==> src/rtl/shift_reg_univ.sv <==
// shift_reg_univ: universal shift/rotate register
// with saturating shift counter and done pulse.
module shift_reg_univ #(
  parameter int WIDTH = 8,
  parameter logic [WIDTH-1:0] RESET_VAL = '0,
  localparam int CW = $clog2(WIDTH + 1)
) (
  input  logic             clk,
  input  logic             clear_n,
  input  logic             en,
  input  logic [2:0]       mode,
  input  logic [WIDTH-1:0] d,
  input  logic             sin_l,
  input  logic             sin_r,
  output logic [WIDTH-1:0] q,
  output logic [WIDTH-1:0] qbar,
  output logic             sout_l,
  output logic             sout_r,
  output logic [CW-1:0]    shift_cnt,
  output logic             done
);

  typedef enum logic [2:0] {
    M_HOLD = 3'b000,
    M_LOAD = 3'b001,
    M_SHL  = 3'b010,
    M_SHR  = 3'b011,
    M_ROL  = 3'b100,
    M_ROR  = 3'b101,
    M_CLR  = 3'b110,
    M_INV  = 3'b111
  } mode_t;

  localparam logic [CW-1:0] CNT_MAX  = CW'(WIDTH);
  localparam logic [CW-1:0] CNT_LAST = CW'(WIDTH - 1);

  logic [WIDTH-1:0] q_nxt;
  logic [CW-1:0]    cnt_nxt;
  logic             moved;
  logic             done_nxt;

  // Next word and count for the selected operation
  always_comb begin
    q_nxt   = q;
    cnt_nxt = shift_cnt;
    moved   = 1'b0;
    unique case (mode_t'(mode))
      M_HOLD: q_nxt = q;
      M_LOAD: begin
        q_nxt   = d;
        cnt_nxt = '0;
      end
      M_SHL: begin
        q_nxt = {q[WIDTH-2:0], sin_l};
        moved = 1'b1;
      end
      M_SHR: begin
        q_nxt = {sin_r, q[WIDTH-1:1]};
        moved = 1'b1;
      end
      M_ROL: begin
        q_nxt = {q[WIDTH-2:0], q[WIDTH-1]};
        moved = 1'b1;
      end
      M_ROR: begin
        q_nxt = {q[0], q[WIDTH-1:1]};
        moved = 1'b1;
      end
      M_CLR: begin
        q_nxt   = RESET_VAL;
        cnt_nxt = '0;
      end
      M_INV: q_nxt = ~q;
      default: q_nxt = q;
    endcase
    if (moved && shift_cnt != CNT_MAX)
      cnt_nxt = shift_cnt + 1'b1;
    done_nxt = en && moved
             && shift_cnt == CNT_LAST;
  end

  // State register; async clear dominates
  always_ff @(posedge clk or negedge clear_n) begin
    if (!clear_n) begin
      q         <= RESET_VAL;
      shift_cnt <= '0;
      done      <= 1'b0;
    end else begin
      done <= done_nxt;
      if (en) begin
        q         <= q_nxt;
        shift_cnt <= cnt_nxt;
      end
    end
  end

  assign qbar   = ~q;
  assign sout_l = q[WIDTH-1];
  assign sout_r = q[0];

endmodule

==> config.mk <==
export PLATFORM = sky130hd
export DESIGN_NAME = shift_reg_univ
export DESIGN_NICKNAME = d
export VERILOG_FILES = /design/src/rtl/shift_reg_univ.sv
export SDC_FILE = /design/constraint.sdc
export NUM_CORES = 1
export LEC_CHECK = 0
export CAP_MARGIN = 20
export CORE_MARGIN = 4
export CORE_UTILIZATION = 35
export CTS_BUF_LIST = sky130_fd_sc_hd__clkbuf_2
export DETAILED_ROUTE_END_ITERATION = 12
export GPL_ROUTABILITY_DRIVEN = 0
export PLACE_DENSITY = 0.71
export SLEW_MARGIN = 10
export SYNTH_ARGS = -nofsm -noshare
export SYNTH_HDL_FRONTEND = slang
export SYNTH_SLANG_ARGS = --single-unit
==> constraint.sdc <==
create_clock -name clk -period 3.1 [get_ports clk]
set_input_delay 0.62 -clock clk [delete_from_list [all_inputs] [get_ports clk]]
set_output_delay 0.62 -clock clk [all_outputs]
set_load 0.02 [all_outputs]
[Yosys cells after proc, flatten, opt, wreduce, memory -nomap -nowiden]
Index checks and enable logic that the tools add are counted.
Cells by class
  add/sub/neg operators: 1
  $mul: 0
  div/mod/pow operators: 0
  magnitude comparators: 0
  equal/unequal tests: 9
  shifts and indexed selects: 0
  mux-type cells: 4
  bitwise operators: 2
  reductions and logical operators: 9
Operators by type and width (count)
  case mux 8 bit (7 select lines): 1
  == test 3 bit, second input constant: 4
  2-to-1 mux 4 bit: 2
  NOT 8 bit: 1
  == test 3 x 2 -> 1 bit, second input constant: 2
  adder 4 x 1 -> 4 bit, second input constant: 1
  == test 4 x 3 -> 1 bit, second input constant: 1
  inequality test 4 bit, second input constant: 1
  AND reduction 2 bit: 2
  OR reduction 4 bit: 1
  == test 3 x 1 -> 1 bit, second input constant: 1
  logical AND 1 bit: 3
  zero test 3 bit: 1
  nonzero test 2 bit: 1
  OR reduction 2 bit: 1
  2-to-1 mux 1 bit: 1
  NOT 1 bit: 1
Storage, ports and cells
  flip-flop bits (word level): 13
  bits in latches: 0
  bits in writable memories: 0
  bits in read-only memories: 0
  input bits: 16
  output and inout bits: 23
  memories kept: 0

[Depth between registers and ports, before layout]
  depth in word-level cells: 6
  depth in mapped cells: 6
  depth with buffers taken out: 6

[Least setup slack after synthesis]
Ideal clock, no wire load.
  path kind: flip-flop to flip-flop
  start: register shift_cnt[0]
  end: register shift_cnt[2]
  library setup time: 126 ps
  data arrival time: 1520 ps
  data required time: 2974 ps
  path slack: 1454 ps
  cell stages (with the launch flop): 7
  path buffers: 0
  path through: dfrtp_1 inv_1 ha_1 and4b_1 nor3_2 o21ai_2 a221o_1
On the way
  word-level cells in the longest chain between the ends: 4
  elaborated cells between the ends (all ways): 6
  those cells by class: add/sub (1); eq/ne (1); mux (1); reduce/logical (3)
Ends and longest elaborated chain
  from (decl): line 19  | output logic [CW-1:0] shift_cnt,
  from (signal assigned): line 92  | shift_cnt <= cnt_nxt;
  branches (longest 4 deep; another with adder 4 x 1 -> 4 bit)
Several ways; the timed one is not identified.
A chain may end at the register's enable or synchronous reset.

[Worst setup path after layout]
  start: input mode[2]
  end: register q[4]
On the way
  word-level cells in the longest chain between the ends: 3
  elaborated cells between the ends (all ways): 11
  those cells by class: eq/ne (7); mux (1); bitwise (1); reduce/logical (2)
Ends and longest elaborated chain
  from (decl): line 11  | input logic [2:0] mode,
  branches (longest 3 deep; another with case mux 8 bit (7 select lines))
  to (signal assigned): line 91  | q <= q_nxt;
  to (decl): line 15  | output logic [WIDTH-1:0] q,
Several ways; the timed one is not identified.

==> results by stage <==
Outcome:
- The flow ran to the end, and the final reports show no timing, DRC or antenna violations.

CTS:
- Clock tree synthesis inserted a total of 3 buffers.
- After clock tree synthesis, the clock-pin slew on the worst setup and hold paths is 0.14 ns.
- Clock latency on the worst-skew pair, taken at its later pin, is between 0.2 and 0.3 ns.
- CTS built an H-tree with a depth of 1.
- Post-CTS repair changed the size of 0 cells.
- The root buffer cell is clkbuf_2.
- The CTS tree is done.
- The number of buffers inserted by post-CTS setup repair is 0.
- In this run the deepest clock path goes through 2 buffers.
- The number of buffers inserted for hold repair after clock tree synthesis is 0.
- CTS saw 13 sinks.

Synth:
- Synthesis instantiated 31 different standard cells from the library.
- Summing the sequential cell areas from Yosys gives between 30% and 40% of the chip area.
- For this run, asynchronously set or reset flops after synthesis account for between 90% and 100%.
- The number of nets handed over by synthesis was 125.
- The netlist area before placement is 940 um^2.
- The post-synthesis area per instance is between 8 and 9 um^2.
- The predominant post-synthesis flop cell is dfrtp_1.
- By area the synthesized netlist is led by dfrtp_1 35%, a211oi_1 6.4%, a221o_1 5.3%.
- The leading area contributor after synthesis is dfrtp_1.
- The fraction of post-synthesis cell area in the top cell type by area is approximately 35%.
- The yosys synthesis warning count is 0.
- By count the netlist is led by 13 x dfrtp_1, 13 x inv_1, 9 x a21oi_1, 8 x a211oi_1, 8 x nand2_1.
- The count of mapped cells out of synthesis is 107.
- The flip-flop and latch count after synthesis is 13.
- Counting flops with a built-in enable in the synthesized netlist gives 0.

Min path:
- The worst hold path was traced through 2 stages.
- For hold timing, the worst endpoint is q[7]$_DFFE_PN0P_.
- In this run the most critical hold path is launched from q[6]$_DFFE_PN0P_.
- The path class of the lowest-slack min-delay path is flop to flop.

Job:
- Max-cap violations in this run came to 0.

Worst setup path:
- The startpoint type of the worst setup path is an input port.
- The depth of the worst register-to-register path is 6.
- The worst path required time is 3.30 ns.
- The register-to-register setup slack is roughly 1.5 ns.
- Traced cell by cell, the critical path runs through clkdlybuf4s50_1 -> nand2_1 -> nor3b_1 -> a211oi_1 -> o32ai_1.
- The startpoint of the worst setup timing path is mode[2].
- Data on the critical path arrives at its endpoint at 2.41 ns.
- The critical path's largest stage delay is 0.77 ns.
- The biggest fanout along the worst timing path is 14.
- Among all stages on the critical path, the largest delay is contributed by clkdlybuf4s50_1.
- The critical path in this run is classified as input port to flop.
- In this run the critical register-to-register path is captured at shift_cnt[2]$_DFFE_PN0P_.
- The endpoint kind of the worst setup timing path is a flop.
- The startpoint identified for the worst register-to-register timing path is shift_cnt[1]$_DFFE_PN0P_.

Die:
- After floorplanning, the core was sized to cover 0.00252 mm^2.
- During I/O placement, the number of pins put on the boundary was 39.
- The die is 59.8 um wide.
- The floorplan step defined a die boundary enclosing 0.00358 mm^2.
- The vertical extent of the die is 59.8 um.
- The row count is 18.
- The effective utilization at floorplan is 37.3%.

Route:
- The total wire length after detailed routing is 2.62 mm.
- Once detail routing completed, the nets flagged for antenna violations numbered 0.
- The average vias per placed instance is around 5.4.
- The initial detailed-routing violation count is 30.
- Summing over every cut layer, the via total after detailed routing is 942.
- The average wire per cell in the routed design is 15.1 um.
- The detailed-router iteration count before antenna repair is 4.
- The number of DRC violations after detailed routing is 0.

Power and ir drop:
- The analysis attributes to cell leakage a power of 0.583 nW.
- The post-layout total power is between 700 and 800 uW.
- The power per cell area is 587 mW/mm^2.
- IR analysis of the VDD net gives a maximum drop of 0.408 mV.

GRT:
- The first global-routing pass estimated 4.28 mm of wire.
- The number of global-route vias before repair is just over 900.
- Entering global routing, the biggest net connects 15 pins.
- The initial antenna violation count came to 0.
- The global routing usage summed across all routing layers is 15.6%.
- The total overflow left after global routing is 0.

STA:
- The post-layout minimum cycle time is 2.21 ns.
- The number of hold-slack violations in the final timing report is 0.
- Setup repair after global routing left no endpoint under its margin.
- The highest achievable clock rate is 452 MHz.
- In the finished design, the share of the clock period the worst path needs comes to a little under three quarters.
- The final-layout setup total negative slack is 0 ns.
- At the pin with the least slew margin, the transition time is 0.628 ns.
- The count of pins over their slew limit came to 0.
- The final count of negative-setup-slack endpoints is 0.
- Clock skew on the completed layout was measured at 0.00490 ns.
- In this run the tightest slew margin relative to its limit is around 58%.

Layout:
- The net count of the finished layout is 163.
- Of the cells placed in the final design, the portion with a size suffix greater than 1 is 6.94%.
- The signed area change from the synthesized netlist to the final layout is 43.4%.
- The filler cells instantiated in the layout total 246.
- 0 antenna diodes ended up in the layout.

Placed design:
- The HPWL after detailed placement is between 1.5 and 2 mm.
- The number of buffers added on ports is 38.
## logic make-up (layout without fill, tap and decap cells)
kind of cell    after synthesis  count (layout)  share of synthesized area [%]
xor+xnor                      1               1                           1.73
simple gates                 29              29                           17.2
compound gates               36              36                           27.3
fa+ha+maj                     2               2                           2.66
buf+inv                      20              57                           9.99
mux                           6               6                           6.52
flops                        13              13                           34.6
## report_power, final
| group | switching [mW] | total (mW) | internal [mW] | leakage (nW) |
|---|---|---|---|---|
| combinational | 0.206 | 0.419 | 0.213 | 0.408 |
| clock | 0.0609 | 0.0951 | 0.0342 | 0.0166 |
| sequential | 0.0642 | 0.277 | 0.213 | 0.158 |
| total | 0.331 | 0.791 | 0.460 | 0.583 |
## metal layers
layer / part of all wire, % / track usage, % / vias to the layer above
met3: 6.1 / 4.54 / 3
met2: 48 / 27.5 / 33
met4: 0.42 / 3.16 / 0
li1: - / - / 464
met5: 0 / 0 / -
met1: 45 / 18.8 / 442
## placed cells by master (no fill, tap or decap), types with 2 or more instances in the layout
master / n
clkdlybuf4s50_1: 38
inv_1: 13
dfrtp_1: 13
a21oi_1: 9
nand2_1: 8
a211oi_1: 8
nor2_1: 5
a221o_1: 5
mux2i_1: 5
nand2b_1: 4
o22ai_1: 4
clkbuf_2: 4
nor3b_1: 3
nand3_1: 3
o21ai_1: 3
ha_1: 2
buf_4: 2
## worst max-delay path, delay by kind of cell
family,cells,cell delay [ns]
AOI/OAI and AO/OA,2,0.35
buffers and inverters,1,0.77
and+or+nand+nor,2,0.67
## area by class of cell
type | instances | area [um^2] | area share [%]
Clock buffer | 4 | 20.0 | 1.49
Tap cell | 30 | 37.5 | 2.79
Timing Repair Buffer | 40 | 395 | 29.3
Multi-Input combinational cell | 74 | 520 | 38.6
Inverter | 13 | 48.8 | 3.62
Sequential cell | 13 | 325 | 24.1
## worst max path at each step
stage,to,cells after the start
after floorplan,shift_cnt[2]$_DFFE_PN0P_,6
after global placement,q[4]$_DFFE_PN0P_,5
after detailed placement,q[4]$_DFFE_PN0P_,5
after CTS,q[4]$_DFFE_PN0P_,5
after global routing,q[4]$_DFFE_PN0P_,5
final,q[4]$_DFFE_PN0P_,5
## stage by stage
step	instances	setup slack, ns	hold WS, ns	utilization, %	cell area, um^2
after floorplan	107	1.45	0.324	-	940
after global routing	174	0.779	0.638	53.4	1350
final	174	0.886	0.596	53.4	1350
after detailed placement	170	0.614	0.572	52.6	1330
after global placement	170	0.686	0.550	52.6	1330
after CTS	174	0.925	0.601	53.4	1350
## flip-flops by register name (all words and copies together), names as in the netlist
register and cells:
q 8, shift_cnt 4, done 1
No activity file was read; power rests on OpenSTA's default activity.
